==> src/rtl/fi_sched_pkg.sv <==
// Shared types and constants for the fault-injection campaign scheduler.
package fi_sched_pkg;

  localparam int NUM_TARGETS_DEFAULT = 3;
  localparam int TIMEOUT_W_DEFAULT   = 16;

  // Target index of each safety monitor in the mask / flag vectors.
  localparam int TGT_LOCKSTEP = 0;
  localparam int TGT_ECC      = 1;
  localparam int TGT_WATCHDOG = 2;

  typedef enum logic [2:0] {
    ST_IDLE,
    ST_SELECT,
    ST_INJECT,
    ST_WAIT_DET,
    ST_CLEAR,
    ST_NEXT,
    ST_DONE
  } fi_state_e;

endpackage

==> src/rtl/fi_sched_lsb_find.sv <==
// Combinational lowest-set-bit finder used to pick the next campaign target.
module fi_sched_lsb_find
  import fi_sched_pkg::*;
#(
  parameter int WIDTH = NUM_TARGETS_DEFAULT,
  parameter int IDX_W = (WIDTH > 1) ? $clog2(WIDTH) : 1
) (
  input  logic [WIDTH-1:0] vec,
  output logic [IDX_W-1:0] idx,
  output logic             valid
);

  // Scan from the top down so the lowest set bit is the last one written.
  always_comb begin
    idx   = '0;
    valid = |vec;
    for (int i = WIDTH - 1; i >= 0; i--) begin
      if (vec[i]) begin
        idx = IDX_W'(i);
      end
    end
  end

endmodule

==> src/rtl/fi_campaign_scheduler.sv <==
// Fault-injection self-test campaign sequencer: one injection per selected
// target, a bounded detect window, a flag clear, and a sticky per-target verdict.
module fi_campaign_scheduler
  import fi_sched_pkg::*;
#(
  parameter int NUM_TARGETS = NUM_TARGETS_DEFAULT,
  parameter int TIMEOUT_W   = TIMEOUT_W_DEFAULT
) (
  input  logic                   clk_i,
  input  logic                   rst_i,
  input  logic                   start_i,
  input  logic                   abort_i,
  input  logic [NUM_TARGETS-1:0] target_mask_i,
  input  logic [TIMEOUT_W-1:0]   timeout_i,
  output logic                   inj_req_o,
  output logic [NUM_TARGETS-1:0] inj_sel_o,
  input  logic                   inj_ack_i,
  input  logic [NUM_TARGETS-1:0] err_detect_i,
  output logic                   clr_err_o,
  output logic                   busy_o,
  output logic                   done_o,
  output logic                   pass_o,
  output logic [NUM_TARGETS-1:0] fail_vec_o,
  output logic                   spurious_o,
  output logic                   aborted_o
);

  localparam int IDX_W = (NUM_TARGETS > 1) ? $clog2(NUM_TARGETS) : 1;

  fi_state_e state_q, state_d;

  logic [TIMEOUT_W-1:0]   cnt_q, cnt_d;
  logic [TIMEOUT_W-1:0]   window_q, window_d;
  logic [TIMEOUT_W-1:0]   window_eff;
  logic [TIMEOUT_W-1:0]   cnt_dec;
  logic                   cnt_last;
  logic [NUM_TARGETS-1:0] remaining_q, remaining_d;
  logic [NUM_TARGETS-1:0] fail_q, fail_d;
  logic [NUM_TARGETS-1:0] cur_onehot;
  logic [IDX_W-1:0]       cur_q, cur_d;
  logic [IDX_W-1:0]       lsb_idx;
  logic                   lsb_valid;
  logic                   spurious_q, spurious_d;
  logic                   aborted_q, aborted_d;
  logic                   in_campaign;

  fi_sched_lsb_find #(
    .WIDTH (NUM_TARGETS),
    .IDX_W (IDX_W)
  ) u_lsb_find (
    .vec   (remaining_q),
    .idx   (lsb_idx),
    .valid (lsb_valid)
  );

  // A zero window would never let a target finish, so it behaves like one cycle.
  assign window_eff  = (timeout_i == '0) ? TIMEOUT_W'(1) : timeout_i;
  assign cnt_dec     = (cnt_q == '0) ? '0 : cnt_q - TIMEOUT_W'(1);
  assign cnt_last    = (cnt_q <= TIMEOUT_W'(1));
  assign cur_onehot  = NUM_TARGETS'(1) << cur_q;
  assign in_campaign = (state_q != ST_IDLE) && (state_q != ST_DONE);

  // State register.
  always_ff @(posedge clk_i) begin
    if (rst_i) begin
      state_q <= ST_IDLE;
    end else begin
      state_q <= state_d;
    end
  end

  // Next-state, shared window counter, target bookkeeping and sticky verdicts.
  always_comb begin
    state_d     = state_q;
    cnt_d       = cnt_q;
    window_d    = window_q;
    remaining_d = remaining_q;
    cur_d       = cur_q;
    fail_d      = fail_q;
    spurious_d  = spurious_q;
    aborted_d   = aborted_q;

    if (in_campaign && abort_i) begin
      state_d   = ST_DONE;
      aborted_d = 1'b1;
    end else begin
      case (state_q)
        ST_IDLE, ST_DONE: begin
          if (start_i) begin
            remaining_d = target_mask_i;
            window_d    = window_eff;
            fail_d      = '0;
            spurious_d  = 1'b0;
            aborted_d   = 1'b0;
            state_d     = ST_SELECT;
          end
        end
        ST_SELECT: begin
          if (lsb_valid) begin
            cur_d   = lsb_idx;
            cnt_d   = window_q;
            state_d = ST_INJECT;
          end else begin
            state_d = ST_DONE;
          end
        end
        ST_INJECT: begin
          if (inj_ack_i) begin
            cnt_d   = window_q;
            state_d = ST_WAIT_DET;
          end else if (cnt_last) begin
            fail_d  = fail_q | cur_onehot;
            cnt_d   = window_q;
            state_d = ST_CLEAR;
          end else begin
            cnt_d = cnt_dec;
          end
        end
        ST_WAIT_DET: begin
          if ((err_detect_i & ~cur_onehot) != '0) begin
            spurious_d = 1'b1;
          end
          if ((err_detect_i & cur_onehot) != '0) begin
            cnt_d   = window_q;
            state_d = ST_CLEAR;
          end else if (cnt_last) begin
            fail_d  = fail_q | cur_onehot;
            cnt_d   = window_q;
            state_d = ST_CLEAR;
          end else begin
            cnt_d = cnt_dec;
          end
        end
        ST_CLEAR: begin
          if (err_detect_i == '0) begin
            state_d = ST_NEXT;
          end else if (cnt_last) begin
            fail_d  = fail_q | cur_onehot;
            state_d = ST_DONE;
          end else begin
            cnt_d = cnt_dec;
          end
        end
        ST_NEXT: begin
          remaining_d = remaining_q & ~cur_onehot;
          state_d     = ST_SELECT;
        end
        default: begin
          state_d = ST_IDLE;
        end
      endcase
    end
  end

  // Datapath registers; everything returns to zero on reset.
  always_ff @(posedge clk_i) begin
    if (rst_i) begin
      cnt_q       <= '0;
      window_q    <= '0;
      remaining_q <= '0;
      cur_q       <= '0;
      fail_q      <= '0;
      spurious_q  <= 1'b0;
      aborted_q   <= 1'b0;
    end else begin
      cnt_q       <= cnt_d;
      window_q    <= window_d;
      remaining_q <= remaining_d;
      cur_q       <= cur_d;
      fail_q      <= fail_d;
      spurious_q  <= spurious_d;
      aborted_q   <= aborted_d;
    end
  end

  assign inj_req_o  = (state_q == ST_INJECT);
  assign inj_sel_o  = inj_req_o ? cur_onehot : '0;
  assign clr_err_o  = (state_q == ST_CLEAR);
  assign busy_o     = in_campaign;
  assign done_o     = (state_q == ST_DONE);
  assign pass_o     = done_o && (fail_q == '0) && !aborted_q;
  assign fail_vec_o = fail_q;
  assign spurious_o = spurious_q;
  assign aborted_o  = aborted_q;

endmodule

==> config.mk <==
export PLATFORM = sky130hd
export DESIGN_NAME = fi_campaign_scheduler
export DESIGN_NICKNAME = d
export VERILOG_FILES = /design/src/rtl/fi_sched_pkg.sv /design/src/rtl/fi_sched_lsb_find.sv /design/src/rtl/fi_campaign_scheduler.sv
export SDC_FILE = /design/constraint.sdc
export NUM_CORES = 1
export LEC_CHECK = 0
export BUFFER_PORTS_ARGS = -buffer_cell sky130_fd_sc_hd__buf_2
export CAP_MARGIN = 20
export CORE_UTILIZATION = 58
export DETAILED_ROUTE_END_ITERATION = 10
export GPL_TIMING_DRIVEN = 0
export PLACE_DENSITY = 0.81
export RECOVER_POWER = 100
export SLEW_MARGIN = 20
export SYNTH_ARGS = -nofsm -noshare
export SYNTH_HDL_FRONTEND = slang
export SYNTH_SLANG_ARGS = --single-unit
export TNS_END_PERCENT = 100
==> constraint.sdc <==
create_clock -name clk_i -period 3.6 [get_ports clk_i]
set_clock_uncertainty 0.05 [all_clocks]
set_input_delay 0.72 -clock clk_i [delete_from_list [all_inputs] [get_ports clk_i]]
set_output_delay 0.72 -clock clk_i [all_outputs]
set_load 0.01 [all_outputs]
## Yosys cells after proc, flatten, opt, wreduce, memory -nomap -nowiden

Index checks and enable logic that the tools add are counted.

| operators by class | value |
|---|---|
| add/subtract/negate cells | 1 |
| order comparisons | 1 |
| equal/unequal tests | 17 |
| shift operators | 1 |
| multiplexer cells | 35 |
| bitwise gates (word level) | 6 |
| reductions and logical operators | 31 |

Operator list:

| operator | number |
|---|---|
| 2-to-1 mux 16 bit | 8 |
| case mux 16 bit (4 select lines) | 1 |
| 2-to-1 mux 3 bit | 15 |
| zero test 16 bit | 2 |
| case mux 3 bit (6 select lines) | 1 |
| less-or-equal comparator 16 x 1 -> 1 bit, second input constant | 1 |
| subtractor 16 x 1 -> 16 bit, second input constant | 1 |
| inequality test 2 bit, second input constant | 7 |
| case mux 3 bit (4 select lines) | 1 |
| AND 3 bit | 3 |
| == test 3 bit, second input constant | 3 |
| zero test 3 bit | 3 |
| AND reduction 3 bit | 3 |
| nonzero test 3 bit | 3 |
| nonzero test 2 bit | 4 |
| nonzero test 4 bit | 2 |
| == test 3 x 2 -> 1 bit, second input constant | 2 |
| 2-to-1 mux 2 bit | 3 |
| inequality test 3 bit, second input constant | 2 |
| case mux 3 bit (2 select lines) | 1 |
| AND reduction 2 bit | 3 |
| AND reduction 6 bit | 1 |
| AND reduction 5 bit | 1 |
| logical AND 1 bit | 4 |
| other kinds (13) | 17 |

| word-level totals | value |
|---|---|
| flip-flop bits (word level) | 45 |
| bits of input ports | 27 |
| output and inout bits | 13 |
| word-level logic and storage cells | 101 |

## Logic depth before layout (Yosys ltp)

Gate-level depths: netlist of the first run.

| logic depth | value |
|---|---|
| word-level depth | 6 |
| depth in mapped cells | 10 |
| mapped depth without buffers | 8 |

## By module

A second synthesis of the first run with hierarchy kept.

| unflattened totals | value |
|---|---|
| cell total of the unflattened synthesis | 327 |
| area total of the unflattened synthesis | 2618.8 um2 |

Modules (own cells, without submodules):

| module | times used | cells each | area an instance (um2) | sequential area each (um2) |
|---|---|---|---|---|
| fi_campaign_scheduler | 1 | 324 | 2598.7 | 900.9 |
| fi_sched_lsb_find | 1 | 3 | 20.0 | 0.0 |

## Least setup slack after synthesis of the first run

OpenSTA, ideal clock, no wires.

| path | value |
|---|---|
| path type | reg2reg |
| start | reg cnt_q[0] |
| end | reg cnt_q[7] |
| setup time | 0.091 ns |
| arrival time | 2.140 ns |
| required time | 3.459 ns |
| setup slack | 1.319 ns |
| stages on the path, launching flop included | 10 |
| buffers on the path | 1 |
| clock period less this slack | 2.281 ns |
| cell sequence | dfxtp_1 inv_1 ha_1 or2_2 nand2_1 o21ai_2 and2_4 buf_6 or3_1 a311oi_1 |

| between the ends | value |
|---|---|
| cells in the longest elaborated chain, start to end | 5 |
| elaborated cells on any way between the ends | 12 |
| those cells by class | 1 x add/sub; 1 x order compare; 1 x eq/ne; 7 x mux; 2 x reduce/logical |

Ends and longest elaborated chain:

| what | line | RTL |
|---|---|---|
| start: declaration | fi_campaign_scheduler.sv:32 | `logic [TIMEOUT_W-1:0] cnt_q, cnt_d;` |
| start signal: assignment | fi_campaign_scheduler.sv:166 | `cnt_q <= cnt_d;` |
| subtractor 16 x 1 -> 16 bit / zero test 16 bit (equally long branches) | fi_campaign_scheduler.sv:58 | `assign cnt_dec = (cnt_q == '0) ? '0 : cnt_q - TIMEOUT_W'(1);` |
| 2-to-1 mux 16 bit | fi_campaign_scheduler.sv:58 |  |
| 2-to-1 mux 16 bit (on tied branches) | fi_campaign_scheduler.sv:137, fi_campaign_scheduler.sv:111, fi_campaign_scheduler.sv:126 |  |
| 2-to-1 mux 16 bit (on tied branches) | fi_campaign_scheduler.sv:135, fi_campaign_scheduler.sv:108, fi_campaign_scheduler.sv:123 |  |
| case mux 16 bit (4 select lines) | fi_campaign_scheduler.sv:87 | `case (state_q)` |

Parallel ways exist; a longest one is shown, timed or not. The select of a mux whose other input is x is not followed.
A chain may end at the register's enable or synchronous reset.

## Worst setup path after layout of the first run

| path | value |
|---|---|
| start | reg cnt_q[2] |
| end | reg cnt_q[8] |

The elaborated chain is that of the path after synthesis.

==> metrics.csv, run 1 <==
metric,value,unit
clkPwrFrac,14.1,%
die_w,69.95,um
fin_nets,425,
antenna_cells,0,
post-route-util,68.72,%
dr.pass1.iters,5,
postCtsHoldBufs,0,
required,3.73,ns
seq_area,900.9,um^2
maxSlewHeadroom,45.27,%
synth.area.top_cells,"dfxtp_1 (34%), a21oi_1 (6.4%), nor2_1 (5.3%)",
cts_resized,0,
post_cts_buffers,0,
multi_input_area,1630,um^2
synth.most_common_cell,dfxtp_1,
row_count,24,
clk_pin_slew_worst_paths,0.09,ns
synthTopCellsByCount,"dfxtp_1 (45), nor2_1 (38), nand2_1 (37)",
fill_cells,380,
yosysSeqAreaShare,33.64,%
via_per_inst,6.667,
cp_top_family,simple AND/OR/NAND/NOR gates,
grt_pass1_vias,2683,
clockBufferDepth,2,
routed_wl,7825,um
vias,2987,
p_leak,1.184,nW
path_buf_inv,1,
p_int,1.402,mW
routabilityCongestion,0.9719,
cp_slowest_cell,nor2_1,
max_freq,342.0,MHz
ys_ff_latch,45,
power_frac_comb,59.6,%
dieArea,4892,um^2
grt_overflow,0,
start_util,61.07,%
synth_top_flop_cell,dfxtp_1,
crit_path_end_kind,flop,
drc,0,
clk_latency,0.31,ns
synth_edf_count,0,
die_y,69.95,um
synth_cell_type_count,59,
numCtsBuffers,5,
hold_violations,0,
dp_hpwl,5698,um
area_delta_synth_final,12.52,%
worst_pin_slew,0.8180,ns
synth_top_area_share,33.64,%
switching_power,1.371,mW
drv_slew,0,
hold_path.class,reg2reg,
worstPathArrival,3.06,ns
cts_tree,built,
core_area,4384,um^2
antenna_found_initial,0,
final_antenna_net_count,0,
wl_per_cell,17.47,um
cpPeakStageDelay,0.68,ns
p_sw_share,49.43,%
ys_async_sr_fraction,0,%
h-tree-depth,2,
grt_max_degree,15,
power_density,920.3,nW/um^2
cp-start-kind,flop,
min_period,2.924,ns
track_usage,33.15,%
initialDrtViolationCount,406,
synth_cells,349,
avgSynthCellArea,7.672,um^2
clock-sinks,45,
period_share,81.22,%
peakVddDrop,0.4487,mV
rsz0062_at_grt,false,
grt_pass1_wl,13090,um
maxCapViolations,0,
syn_area,2678,um^2
io-pin-count,40,
clockRootBuffer,clkbuf_8,
critical_path_class,reg2reg,
p_seq_share,26.3,%
yosys_warnings,0,
path_max_fanout,10,
setup_violations,0,
tns,0,ns
status,completed,
synthesis.nets,379,
yosys.area.top_type,dfxtp_1,
port_buffers,39,
crit_chain,"nor3_1, nand4_1, nor2_1, a21oi_1, buf_2, nand2_1, o32ai_1",
drive_gt1_share,12.88,%
flip-flops by register name, indices dropped and copies added, names as in the netlist:
register,count
fail_vec_o,3
state_q,3
window_q,16
spurious_o,1
cur_q,2
remaining_q,3
cnt_q,16
aborted_o,1
through the flow:
step | power (mW) | hold slack (ns) | setup slack, ns | std cells | instance area [um^2]
2_1_floorplan | 1.935 | 0.3860 | 1.319 | 349 | 2678
3_3_place_gp | 2.317 | 0.3922 | 1.097 | 440 | 2938
3_5_place_dp | 2.340 | 0.3966 | 1.038 | 440 | 2938
4_1_cts | 2.738 | 0.4088 | 1.007 | 448 | 3049
5_1_grt | 2.960 | 0.4369 | 0.4760 | 448 | 3013
6_report | 2.773 | 0.4089 | 0.6762 | 448 | 3013
final timing paths:
| path | startpoint | endpoint | slack, ns | depth (start not counted) |
|---|---|---|---|---|
| worst min-delay path | spurious_o$_SDFFE_PP0P_ | spurious_o$_SDFFE_PP0P_ | 0.41 | 2 |
| worst max-delay path | cnt_q[2]$_SDFFE_PP0P_ | cnt_q[8]$_SDFFE_PP0P_ | 0.68 | 7 |
| worst max register to register | cnt_q[2]$_SDFFE_PP0P_ | cnt_q[8]$_SDFFE_PP0P_ | 0.68 | 7 |
| worst min register to register | spurious_o$_SDFFE_PP0P_ | spurious_o$_SDFFE_PP0P_ | 0.41 | 2 |
cell usage in the layout (no fill, tap or decap), types with 3 or more instances in the layout:
| cell type | count |
|---|---|
| dfxtp_1 | 45 |
| o22ai_1 | 11 |
| mux2i_1 | 5 |
| clkbuf_1 | 23 |
| or4_1 | 3 |
| or3_1 | 12 |
| nor3_1 | 15 |
| nor2b_1 | 4 |
| nand2b_1 | 4 |
| o211ai_1 | 3 |
| ha_1 | 3 |
| a22o_1 | 11 |
| nand3_1 | 5 |
| nor2_1 | 40 |
| o21ai_0 | 19 |
| a211oi_1 | 5 |
| buf_2 | 31 |
| a21o_1 | 3 |
| a311oi_1 | 3 |
| nor4_1 | 8 |
| clkbuf_8 | 5 |
| o21a_1 | 4 |
| or2_2 | 3 |
| a31oi_1 | 3 |
| inv_1 | 12 |
| nand4_1 | 4 |
| a21oi_1 | 34 |
| nand2_1 | 37 |
cells by family after synthesis:
kind of cell	Yosys count	synth area share, %
muxes	7	2.710
adders and majority gates	3	1.402
DFF	45	33.64
xor gates and xnor gates	2	0.6543
buffers and inverters	28	4.860
and+or+nand+nor	148	27.76
AOI/OAI and AO/OA	116	28.97
routing by layer:
metal	track usage, %	vias to the layer above	wire (um)
li1	-	1396	-
met1	44.69	1377	3373
met2	53.53	180	3631
met3	5.051	34	541
met4	12.44	0	277
met5	0	-	0
final cells by class:
type                    count  share of cell area, %
multi-input cells         276                  54.11
clock buffers               6                  2.409
plain buffers              16                  2.575
inverters                  12                  1.495
clock inverters             2                  1.287
repair buffers             39                  6.063
flip-flops and latches     45                  29.90
well taps                  52                  2.159
power by group through the flow:
stage	combinational, mW	sequential (mW)	clock [mW]
6_report	1.65	0.729	0.391
5_1_grt	1.81	0.743	0.411
4_1_cts	1.63	0.723	0.387
3_5_place_dp	1.61	0.734	0
3_3_place_gp	1.59	0.730	0
2_1_floorplan	1.23	0.701	0
worst register-to-register path, delay by kind of cell, from the launching register on:
| kind | cells | cell delay, ns |
|---|---|---|
| simple gates | 4 | 1.86 |
| flops | 1 | 0.38 |
| compound gates | 2 | 0.30 |
| buf+inv | 1 | 0.22 |
No activity file was read; power rests on OpenSTA's default activity.
==> inputs of run 2 (changes only) <==
--- a/config.mk
+++ b/config.mk
@@ -7,10 +7,10 @@
 export LEC_CHECK = 0
 export BUFFER_PORTS_ARGS = -buffer_cell sky130_fd_sc_hd__buf_2
 export CAP_MARGIN = 20
-export CORE_UTILIZATION = 58
+export CORE_UTILIZATION = 51
 export DETAILED_ROUTE_END_ITERATION = 10
 export GPL_TIMING_DRIVEN = 0
-export PLACE_DENSITY = 0.81
+export PLACE_DENSITY = 0.75
 export RECOVER_POWER = 100
 export SLEW_MARGIN = 20
 export SYNTH_ARGS = -nofsm -noshare
==> constraint.sdc (replaced) <==
create_clock -name clk_i -period 2.6 [get_ports clk_i]
set_clock_uncertainty 0.05 [all_clocks]
set_input_delay 0.52 -clock clk_i [delete_from_list [all_inputs] [get_ports clk_i]]
set_output_delay 0.52 -clock clk_i [all_outputs]
set_load 0.01 [all_outputs]
==> run 2 against run 1 <==
  * Setup slack worse by 0.56 ns
  * Largest cell class unchanged
  * Via count down 4.2%
  * Register-to-register slack worse by 0.50 ns
  * Highest routed layer unchanged
  * First-iteration DRC count down 8.4%
  * Die area up 13%
  * Worst hold slack worse by 0.030 ns
  * Non-clock buffer count unchanged
  * Core utilization down 8.1 points
  * Combinational power up 40%
==> metrics.csv, run 2 (synthesis gave the netlist of run 1 again) <==
metric,value,unit
reg2reg_to,cnt_q[5]$_SDFFE_PP0P_,
routabilityCongestion,0.9449,
grt_pass1_wl,12280,um
final_common_cell,dfxtp_1,
cp-start-kind,flop,
multi_input_area,1658,um^2
clk_pin_slew_worst_paths,0.10,ns
maxSlewHeadroom,54.23,%
tns,0,ns
cts_tree,built,
post-place-ws,0.06525,ns
p_leak,1.211,nW
via_per_inst,6.142,
dieArea,5544,um^2
grt_pass1_vias,2549,
hold_violations,0,
drv_slew,0,
max_freq,402.0,MHz
cp.depth,4,
reg_top3,"cnt_q: 16 flops, window_q: 16 flops",
crit_path_end_kind,output port,
required,2.03,ns
die_w,74.46,um
numCtsBuffers,5,
hold_start,timeout_i[8],
cpPeakStageDelay,0.51,ns
cp_top_family,buffers and inverters,
hold_path.class,in2reg,
port_buffers,39,
hold_end,window_q[8]$_SDFFE_PP0P_,
setup_violations,0,
grt_max_degree,17,
die_y,74.46,um
p_seq_share,26.1,%
wl_per_cell,16.21,um
clock-sinks,45,
power_density,1265,nW/um^2
rsz0062_at_grt,false,
path_max_fanout,10,
p_int,1.989,mW
path_buf_inv,3,
vias,2862,
row_count,26,
area_delta_synth_final,14.95,%
initialDrtViolationCount,372,
io-pin-count,40,
clockBufferDepth,2,
track_usage,29.03,%
h-tree-depth,2,
power_frac_comb,59.4,%
final_cell_mix,"dfxtp_1 (44), nor2_1 (38), nand2_1 (36)",
maxCapViolations,0,
fin_nets,425,
grt_overflow,0,
seq_area,902.1,um^2
status,completed,
r2r-start,cnt_q[2]$_SDFFE_PP0P_,
drc,0,
crit_chain,"or3b_1, inv_1, buf_1, buf_2",
peakVddDrop,0.6934,mV
clockRootBuffer,clkbuf_8,
p_sw_share,48.92,%
start_util,52.76,%
antenna_found_initial,0,
cp_slowest_cell,or3b_1,
switching_power,1.905,mW
period_share,95.67,%
r2r_cells,8,
routed_wl,7554,um
final_antenna_net_count,0,
hold_depth,2,
worstPathArrival,1.92,ns
reg2reg_setup_slack,0.18,ns
antenna_cells,0,
critical_path_class,reg2out,
layout_setup_ws,0.1126,ns
power,3.894,mW
clkPwrFrac,14.5,%
min_period,2.487,ns
worst_pin_slew,0.6803,ns
drive_gt1_share,15.66,%
dp_hpwl,5662,um
clk_latency,0.31,ns
post_cts_buffers,0,
dr.pass1.iters,5,
core_area,5075,um^2
fill_cells,511,
run 2: metrics by stage:
| step | std cells | cell area [um^2] | hold slack, ns | utilization, % |
|---|---|---|---|---|
| 2_1_floorplan | 349 | 2678 | 0.3860 | - |
| 3_3_place_gp | 458 | 2960 | 0.3934 | 58.33 |
| 3_5_place_dp | 458 | 2960 | 0.4033 | 58.33 |
| 4_1_cts | 466 | 3077 | 0.3799 | 60.63 |
| 5_1_grt | 466 | 3078 | 0.3725 | 60.65 |
| 6_report | 466 | 3078 | 0.3791 | 60.65 |
run 2: per-layer routing:
metal / wire length [um] / up-vias / GRT usage (%) / share of wire [%]
li1: - / 1397 / - / -
met1: 3370 / 1299 / 41.99 / 45
met2: 3233 / 154 / 42.24 / 43
met3: 837 / 12 / 7.453 / 11
met4: 113 / 0 / 8.595 / 1.5
met5: 0 / - / 0 / 0
run 2: power groups by stage:
stage | Sequential [mW] | Combinational, mW | Clock (mW)
2_1_floorplan | 0.970 | 1.71 | 0
3_3_place_gp | 1.01 | 2.20 | 0
3_5_place_dp | 1.02 | 2.21 | 0
4_1_cts | 1.01 | 2.22 | 0.570
5_1_grt | 1.04 | 2.54 | 0.600
6_report | 1.02 | 2.31 | 0.564
run 2: final cells by class:
cell class                 instances  share of cell area, %
sequential                        45                  29.31
clock inverter                     3                  1.545
tap                               70                  2.846
multi-input combinational        276                  53.86
inverter                          12                  1.463
timing repair buffer              39                  5.976
buffer                            16                  2.764
clock buffer                       5                  2.236
run 2: repair_timing:
item,4_1_cts,5_1_grt
hold buffers,0,0
setup endpoints to repair,0,17
resized for setup,0,6
run 2: how the worst max path moves through the flow:
stage | startpoint | slack, ns | to
detailed placement | cnt_q[0]$_SDFFE_PP0P_ | 0.07 | cnt_q[7]$_SDFFE_PP0P_
global placement | cnt_q[0]$_SDFFE_PP0P_ | 0.09 | cnt_q[2]$_SDFFE_PP0P_
global route | state_q[1]$_SDFFE_PP0P_ | 0.002 | spurious_o$_SDFFE_PP0P_
floorplan | cnt_q[0]$_SDFFE_PP0P_ | 0.32 | cnt_q[7]$_SDFFE_PP0P_
finish | state_q[1]$_SDFFE_PP0P_ | 0.11 | clr_err_o
CTS | cnt_q[0]$_SDFFE_PP0P_ | 0.03 | cnt_q[7]$_SDFFE_PP0P_
run 2: worst reg2reg max path, stage by stage (launching register included):
cell and delay, ns:
dfxtp_1 0.37, nor3_1 0.40, nand4_2 0.40, o21ai_2 0.30
and2_4 0.17, buf_6 0.14, buf_6 0.16, mux2i_1 0.20
o22ai_1 0.10
